`src/rtl/fft_sched_pkg.sv`:
```
// Shared encodings for the FFT frame scheduler: FSM states, transform modes, frame length.
package fft_sched_pkg;

    localparam logic [1:0] IDLE   = 2'd0;
    localparam logic [1:0] CFG    = 2'd1;
    localparam logic [1:0] STREAM = 2'd2;
    localparam logic [1:0] DRAIN  = 2'd3;

    localparam logic FFT_FWD = 1'b1;
    localparam logic FFT_INV = 1'b0;

    function automatic int unsigned fft_len(input int unsigned log2_len);
        return 32'd1 << log2_len;
    endfunction

endpackage

```
`src/rtl/fft_sched_rr_arb.sv`:
```
// Two-way round-robin arbiter; ptr names the requester favoured under contention.
module fft_sched_rr_arb (
    input  logic [1:0] req,
    input  logic       ptr,
    output logic [1:0] grant
);

    always_comb begin
        grant = req;
        if (req == 2'b11) begin
            grant = ptr ? 2'b10 : 2'b01;
        end
    end

endmodule

```
`src/rtl/fft_frame_scheduler.sv`:
```
// Shares one burst FFT core between two requesters: per-frame round-robin grant,
// config write, FFT_LEN-sample stream with generated tlast, then wait for output tlast.
module fft_frame_scheduler
    import fft_sched_pkg::*;
#(
    parameter int unsigned LOG2_FFT_LEN = 10,
    parameter int unsigned DATA_WIDTH   = 16
) (
    input  logic                    i_aclk,
    input  logic                    i_rstn,
    input  logic [1:0]              i_req_start,
    input  logic [1:0]              i_req_mode,
    input  logic [1:0]              i_req_tvalid,
    input  logic [4*DATA_WIDTH-1:0] i_req_tdata,
    output logic [1:0]              o_req_tready,
    output logic [1:0]              o_grant,
    output logic                    o_fft_cfg_tvalid,
    output logic                    o_fft_cfg_tdata,
    output logic                    o_fft_tvalid,
    output logic [2*DATA_WIDTH-1:0] o_fft_tdata,
    output logic                    o_fft_tlast,
    input  logic                    i_fft_tready,
    input  logic                    i_fft_stat,
    input  logic [2:0]              i_fft_alm,
    input  logic                    i_fft_out_tvalid,
    input  logic                    i_fft_out_tlast,
    output logic [1:0]              o_done,
    output logic                    o_busy,
    output logic                    o_err
);

    localparam int unsigned SW      = 2 * DATA_WIDTH;
    localparam int unsigned FFT_LEN = fft_len(LOG2_FFT_LEN);
    localparam logic [LOG2_FFT_LEN-1:0] CNT_LAST = LOG2_FFT_LEN'(FFT_LEN - 1);

    logic [1:0]              state_q, state_d;
    logic                    owner_q, owner_d;
    logic                    mode_q, mode_d;
    logic                    ptr_q, ptr_d;
    logic [1:0]              grant_q, grant_d;
    logic [1:0]              done_q, done_d;
    logic                    err_q, err_d;
    logic [LOG2_FFT_LEN-1:0] cnt_q, cnt_d;

    logic [1:0]    win;
    logic          streaming;
    logic          beat;
    logic          last_cnt;
    logic [SW-1:0] owner_data;

    fft_sched_rr_arb u_arb (
        .req   (i_req_start),
        .ptr   (ptr_q),
        .grant (win)
    );

    assign streaming  = (state_q == STREAM);
    assign owner_data = owner_q ? i_req_tdata[2*SW-1:SW] : i_req_tdata[SW-1:0];
    assign last_cnt   = (cnt_q == CNT_LAST);
    assign beat       = o_fft_tvalid & i_fft_tready;

    always_comb begin
        o_fft_tvalid     = streaming & (owner_q ? i_req_tvalid[1] : i_req_tvalid[0]);
        o_fft_tdata      = streaming ? owner_data : '0;
        o_fft_tlast      = o_fft_tvalid & last_cnt;
        // grant_q is one-hot on the owner, so it doubles as the tready steering mask
        o_req_tready     = streaming ? (grant_q & {2{i_fft_tready}}) : 2'b00;
        o_fft_cfg_tvalid = (state_q == CFG);
        o_fft_cfg_tdata  = (mode_q == FFT_FWD);
        o_grant          = grant_q;
        o_done           = done_q;
        o_busy           = (state_q != IDLE);
        o_err            = err_q;
    end

    always_comb begin
        state_d = state_q;
        owner_d = owner_q;
        mode_d  = mode_q;
        ptr_d   = ptr_q;
        grant_d = grant_q;
        cnt_d   = cnt_q;
        done_d  = 2'b00;
        err_d   = err_q | (|i_fft_alm);
        unique case (state_q)
            IDLE: begin
                // A set i_fft_stat means the core still holds a partial frame: no cfg write
                if ((|i_req_start) && !i_fft_stat) begin
                    grant_d = win;
                    owner_d = win[1];
                    mode_d  = win[1] ? i_req_mode[1] : i_req_mode[0];
                    state_d = CFG;
                end
            end
            CFG: begin
                state_d = STREAM;
            end
            STREAM: begin
                if (beat) begin
                    if (last_cnt) begin
                        cnt_d   = '0;
                        state_d = DRAIN;
                    end else begin
                        cnt_d = cnt_q + 1'b1;
                    end
                end
            end
            DRAIN: begin
                if (i_fft_out_tvalid && i_fft_out_tlast) begin
                    done_d  = grant_q;
                    grant_d = 2'b00;
                    ptr_d   = ~owner_q;
                    state_d = IDLE;
                end
            end
            default: state_d = IDLE;
        endcase
    end

    always_ff @(posedge i_aclk or negedge i_rstn) begin
        if (!i_rstn) begin
            state_q <= IDLE;
            owner_q <= 1'b0;
            mode_q  <= FFT_INV;
            ptr_q   <= 1'b0;
            grant_q <= 2'b00;
            done_q  <= 2'b00;
            err_q   <= 1'b0;
            cnt_q   <= '0;
        end else begin
            state_q <= state_d;
            owner_q <= owner_d;
            mode_q  <= mode_d;
            ptr_q   <= ptr_d;
            grant_q <= grant_d;
            done_q  <= done_d;
            err_q   <= err_d;
            cnt_q   <= cnt_d;
        end
    end

endmodule

```
`config.mk`:
```
export PLATFORM = sky130hd
export DESIGN_NAME = fft_frame_scheduler
export DESIGN_NICKNAME = d
export VERILOG_FILES = /design/src/rtl/fft_sched_pkg.sv /design/src/rtl/fft_sched_rr_arb.sv /design/src/rtl/fft_frame_scheduler.sv
export SDC_FILE = /design/constraint.sdc
export NUM_CORES = 1
export LEC_CHECK = 0
export ABC_AREA = 1
export CAP_MARGIN = 40
export CORE_AREA = 2 2 70 72
export DETAILED_ROUTE_END_ITERATION = 12
export DIE_AREA = 0 0 72 74
export GPL_TIMING_DRIVEN = 0
export HOLD_SLACK_MARGIN = 0.15
export MAX_ROUTING_LAYER = met4
export PLACE_DENSITY = 0.89
export RECOVER_POWER = 50
export SKIP_LAST_GASP = 1
export SYNTH_ARGS = -nofsm -noshare
export SYNTH_HDL_FRONTEND = slang
export SYNTH_SLANG_ARGS = --single-unit
```
`constraint.sdc`:
```
create_clock -name i_aclk -period 2.2 [get_ports i_aclk]
set_input_delay 0.22 -clock i_aclk [delete_from_list [all_inputs] [get_ports i_aclk]]
set_output_delay 0.22 -clock i_aclk [all_outputs]
set_load 0.005 [all_outputs]
```
==> results of run 1 <==
power by group through the flow:
| stage | Clock (W) | Combinational [W] | Sequential (W) |
|---|---|---|---|
| global placement | 0 | 0.00164 | 0.000603 |
| floorplan | 0 | 0.000839 | 0.000581 |
| global route | 0.000300 | 0.00192 | 0.000622 |
| detailed placement | 0 | 0.00169 | 0.000607 |
| finish | 0.000283 | 0.00172 | 0.000600 |
| CTS | 0.000289 | 0.00176 | 0.000596 |
layout make-up:
type                    count  area [sq um]  area share (%)
plain buffers              11         80.08           2.645
multi-input cells         201         957.2           31.61
clock buffers               4         55.05           1.818
repair buffers            126          1277           42.19
inverters                  24         90.09           2.975
flip-flops and latches     20         500.5           16.53
well taps                  54         67.56           2.231
routing by layer:
| layer | routed length [um] | share of wire (%) | up-vias |
|---|---|---|---|
| met3 | 388 | 6.9 | 11 |
| met1 | 2301 | 41 | 941 |
| met5 | 0 | 0 | - |
| met2 | 2804 | 50 | 79 |
| li1 | - | - | 1080 |
| met4 | 120 | 2.1 | 0 |
cells in the final DEF (no fill, tap or decap):
master,synthesis,layout
o21bai_1,1,1
xnor2_1,1,1
clkdlybuf4s50_1,0,99
dfrtp_1,20,20
nor2_2,1,1
clkbuf_2,0,5
inv_2,2,2
nor2_1,73,73
nand2_2,2,2
clkbuf_4,0,1
a21oi_2,1,1
o21ai_0,41,42
dlymetal6s2s_1,0,14
inv_1,22,22
dlygate4sd3_1,0,8
or4_1,1,1
a21oi_1,1,1
nand3_2,3,3
clkbuf_1,9,3
nor3_1,4,4
ha_1,5,5
clkbuf_8,0,5
nand2_1,43,43
xor2_1,4,4
dlygate4sd2_1,0,1
nand4_1,5,5
nor2_4,1,1
nand3_1,9,10
o21ai_1,3,3
buf_4,0,3
buf_6,1,2
path summary, 6_finish.rpt:
path / from / end
max in group asynchronous: i_rstn / o_done[0]
setup reg to reg: state_q[0] / cnt_q[0]
min in group i_aclk: o_err / o_err
hold reg to reg: o_err / o_err
setup / recovery: state_q[0] / o_fft_tdata[28]
hold / removal: i_rstn / cnt_q[7]
sequential cells by signal, indices dropped and copies added, names as in the netlist:
register / count
state_q: 2
o_grant: 2
o_fft_cfg_tdata: 1
cnt_q: 10
o_err: 1
ptr_q: 1
o_done: 2
owner_q: 1
metrics by stage:
step / instance area [sq um] / instances / util, %
6_report: 3028 / 440 / 65.85
5_1_grt: 3028 / 440 / 65.85
4_1_cts: 3005 / 438 / 65.36
3_5_place_dp: 2918 / 433 / 63.46
3_3_place_gp: 2903 / 432 / 63.13
2_1_floorplan: 1614 / 256 / -
repair_timing:
action / in CTS / in global routing
pin swaps: 1 / 3
resized for setup: 12 / 23
setup buffers: 1 / 2
cloned: 0 / 0
endpoints found under the setup margin: 32 / 31
logic make-up (layout without fill, tap and decap cells):
group,Yosys count,after routing
buffers and inverters,35,165
AO/OA/AOI/OAI,48,48
flip-flops,20,20
XOR/XNOR,5,5
AND/OR/NAND/NOR,143,143
adder cells (fa/ha/maj),5,5
==> flow_summary.yaml, run 1 <==
logic_synthesis:
  synth.area.mux_share_pct: 0
  syn_nets: 340
  synth_top_cell_by_area: "dfrtp_1"
  async_flop_share_pct: 100.0
  synth_fa_ha_area_share_pct: 3.876
  synth_compound_area_share_pct: 15.50
  synth_top_family_by_area: "simple AND/OR/NAND/NOR gates"
  yosysUniqueCellTypes: 26
  ys_ff_latch: 20
  syn_inst: 256
  avgSynthCellArea_sq_um: 6.305
  yosys.area_share.simple_pct: 38.22
  yosys.area.top_type_share_pct: 31.01
  synth_edf_count: 0
  yosysMostFrequentCell: "nor2_1"
  synth_flop_cell: "dfrtp_1"
  synth_xor_area_share_pct: 2.713
  synthTopCellsByCount: "73 x nor2_1, 43 x nand2_1, 41 x o21ai_0, 22 x inv_1, 20 x dfrtp_1"
  yosysSeqAreaShare_pct: 31.01
  yosys_warnings: 0
  synth.area.top_cells: "dfrtp_1 31%, nor2_1 17%, o21ai_0 13%"
  syn_area_sq_um: 1614
power:
  comb_power_share_pct: 66.1
  swShare_pct: 41.56
  p_seq_share_pct: 23.0
  power.leakage_nw: 1.584
  switchingPower_w: 0.001083
  total_power_w: 0.002605
  irDropWorstVdd_mv: 0.4507
  power.density_nw_per_um2: 860.4
  clockPowerShare_pct: 10.9
  p_int_w: 0.001522
timing:
  fin_crit_sh_pct: 95.14
  whs_ns: 0.2136
  relSlewSlack_pct: 40.94
  worst_slack_ns: 0.1069
  worst_pin_slew_ns: 0.8860
  fin_tns_setup_ns: 0
  setup_viol: 0
  hold_viol: 0
  final-max-slew-violation-count: 0
  max_freq_mhz: 477.8
  period_needed_ns: 2.093
  finalClockSkew_ns: 0.002634
  grt_setup_unrepaired: "yes"
critical_path:
  cp.arrival_ns: 1.87
  rrSetupSlack_ns: 0.46
  crit_slowest_cell: "clkdlybuf4s50_1"
  crit_fanout: 10
  crit_family: "buffers and inverters"
  worstSetupStartpointType: "flip-flop"
  critPathBufInv: 4
  crit_required_ns: 1.98
  crit_cells: 7
  critPathMaxStageDelay_ns: 0.51
  r2r_cells: 9
  critPathCaptureType: "output port"
  cp_cell_sequence: "inv_2 -> ha_1 -> buf_6 -> buf_4 -> o21ai_0 -> nor2_1 -> clkdlybuf4s50_1"
  criticalPathCategory: "reg2out"
floorplanning:
  die_area_sq_um: 5328
  row_count: 25
  core-area_sq_um: 4598
  die_h_um: 74
  die_x_um: 72
  ios: 123
  start_util_pct: 35.10
global_route:
  grt_antenna_before_repair: 0
  use_met3_pct: 4.065
  use_met1_pct: 26.44
  grt_max_degree: 18
  grt_overflow: 0
  busiest_layer: "met2"
  grt_usage_pct: 21.98
  grt_pass1_vias: 1950
  grt_pass1_wl_mm: 8.928
  use_met2_pct: 36.93
clock_network:
  clk_path_buf_depth: 2
  clkSinkCount: 20
  cts_tree: "built"
  cts_made_buffers: 3
  clk-insertion-delay-late_ns: 0.26
  cts_root_buf: "clkbuf_8"
  holdBufCountCts: 0
  htreeDepth: 1
  clk_pin_slew_ns: 0.07
detailed_routing:
  vias: 2111
  route.detailed.drc: 0
  wirelength_mm: 5.615
  antenna_left: 0
  detail_route.iter0.violations: 121
  vias_per_cell: 4.798
  drtPass1Iterations: 4
  avgRoutedWirePerCell_um: 12.76
placement:
  port_buffers: 122
  dp_hpwl_mm: 4.482
  place_congestion: 0.8815
  pre_cts_ws_ns: -0.01487
final_layout:
  nets: 471
  syn2layout_area_growth_pct: 87.60
  n_fill_cell: 387
  diodes: 0
  layout-drive-gt1-share_pct: 6.736
outcome:
  status: "finished clean"
run:
  maxCapViolations: 0
hold_path:
  hp-class: "in2async"
No activity file was read; power rests on OpenSTA's default activity.
==> run 2: changes to the inputs <==
--- a/config.mk
+++ b/config.mk
@@ -13,7 +13,7 @@
 export GPL_TIMING_DRIVEN = 0
 export HOLD_SLACK_MARGIN = 0.15
 export MAX_ROUTING_LAYER = met4
-export PLACE_DENSITY = 0.89
+export PLACE_DENSITY = 0.84
 export RECOVER_POWER = 50
 export SKIP_LAST_GASP = 1
 export SYNTH_ARGS = -nofsm -noshare
==> constraint.sdc (replaced) <==
create_clock -name i_aclk -period 2.2 [get_ports i_aclk]
set_input_delay 0.44 -clock i_aclk [delete_from_list [all_inputs] [get_ports i_aclk]]
set_output_delay 0.44 -clock i_aclk [all_outputs]
set_load 0.005 [all_outputs]
==> flow_summary.yaml, run 2 (synthesis gave the netlist of run 1 again) <==
placement:
  port_buffers: 122
  placed_area_sq_um: 2918
  place_inst: 433
  place_congestion: 0.8701
  dp_hpwl_mm: 4.647
detailed_routing:
  antenna_left: 0
  vias: 2160
  wirelength_mm: 5.937
  detail_route.iter0.violations: 119
  route.detailed.drc: 0
  avgRoutedWirePerCell_um: 13.28
  drtPass1Iterations: 4
  vias_per_cell: 4.832
clock_network:
  cts_tree: "built"
  cts_root_buf: "clkbuf_8"
  htreeDepth: 1
  clkSinkCount: 20
  cts_made_buffers: 3
  clk_pin_slew_ns: 0.08
  clk_path_buf_depth: 2
  clk-insertion-delay-late_ns: 0.26
final_layout:
  multi_input_area_sq_um: 975.9
  final_common_cell: "clkdlybuf4s50_1"
  nets: 478
  seq_area_sq_um: 500.5
  final_cells: 447
  layout_common_cells: "79 x clkdlybuf4s50_1, 73 x nor2_1, 43 x nand2_1, 41 x o21ai_0, 21 x inv_1"
  diodes: 0
  final_area_sq_um: 3004
  layout-drive-gt1-share_pct: 14.25
  regMostFlops: "cnt_q"
  syn2layout_area_growth_pct: 86.12
  n_fill_cell: 432
  largest_register_ffs: 10
critical_path:
  endpoint: "o_fft_tdata[28]"
  timing.rr.start: "state_q[0]"
  criticalPathCategory: "reg2out"
  critPathCaptureType: "output port"
  rr_endpoint: "cnt_q[3]"
  worstSetupStartpointType: "flip-flop"
  r2r_cells: 9
  cp.arrival_ns: 1.78
  rrSetupSlack_ns: 0.29
  crit_required_ns: 1.76
  crit_start: "state_q[0]"
  crit_fanout: 10
timing:
  period_needed_ns: 2.216
  worst_pin_slew_ns: 0.8994
  setup_viol: 1
  worst_slack_ns: -0.01608
  fin_crit_sh_pct: 100.7
  max_freq_mhz: 451.2
  finalClockSkew_ns: 0.002336
  hold_viol: 0
  relSlewSlack_pct: 40.04
  grt_setup_unrepaired: "yes"
  final-max-slew-violation-count: 0
power:
  irDropWorstVdd_mv: 0.5243
  power.leakage_nw: 1.483
  power.density_nw_per_um2: 918.3
floorplanning:
  ios: 123
  die_x_um: 72
  row_count: 25
  die_h_um: 74
  core-area_sq_um: 4598
  start_util_pct: 35.10
  die_area_sq_um: 5328
hold_path:
  hp-class: "in2async"
outcome:
  status: "complete, but fails checks"
  violations: "negative setup slack"
global_route:
  grt_pass1_vias: 2129
  grt_antenna_before_repair: 0
  grt_max_degree: 18
  grt_overflow: 0
  grt_pass1_wl_mm: 9.777
  grt_usage_pct: 23.89
run:
  maxCapViolations: 0
[run 2: how the worst min path moves through the flow]
stage	cells after the start	endpoint	start	slack, ns
after floorplan	0	cnt_q[0]	i_rstn	0.14
after global placement	1	o_err	o_err	0.45
after detailed placement	1	o_err	o_err	0.45
after CTS	1	cnt_q[4]	i_rstn	0.39
after global routing	1	cnt_q[4]	i_rstn	0.44
final	1	cnt_q[3]	i_rstn	0.43
[run 2: cell type report]
class	count	share of cell area, %
Timing Repair Buffer	133	40.36
Buffer	11	2.874
Multi-Input combinational cell	201	32.49
Clock inverter	1	0.9996
Inverter	24	2.999
Clock buffer	3	1.374
Tap cell	54	2.249
Sequential cell	20	16.66
[run 2: power by group]
group          switching, W  internal, W
Sequential         0.000121     0.000482
Clock              0.000131     0.000243
Combinational      0.000903     0.000878
[run 2: metal layers]
metal  global-route usage, %  routed length (um)
met5                       -                   0
met1                   28.09                2431
met3                   3.388                 342
met2                   42.70                2993
met4                   6.918                 170
[run 2: timing repair]
item | CTS | global route
hold buffers | 0 | 0
setup endpoints to repair | 36 | 30
resized for setup | 52 | 49
pin swaps | 1 | 13
setup buffers | 8 | 2
[run 2: critical path: stages, from the launching register on]
cell and delay, ns:
dfrtp_1 0.39, inv_2 0.05, ha_2 0.18, buf_6 0.13, buf_12 0.12, buf_4 0.14
buf_8 0.12, o21ai_1 0.08, nor2_1 0.06, dlygate4sd2_1 0.26
[run 2: through the flow]
step                util, %  setup TNS [ns]  setup WS, ns  hold slack, ns  total power, W
floorplan                 -               0        0.5441          0.1444        0.001420
global placement      63.13          -4.935       -0.2146          0.4503        0.002248
detailed placement    63.46          -6.017       -0.2699          0.4545        0.002305
CTS                   66.67         -0.5430       -0.1558          0.3889        0.002743
global route          65.33         -0.1250       -0.1015          0.4420        0.002995
finish                65.33        -0.01608      -0.01608          0.4276        0.002759
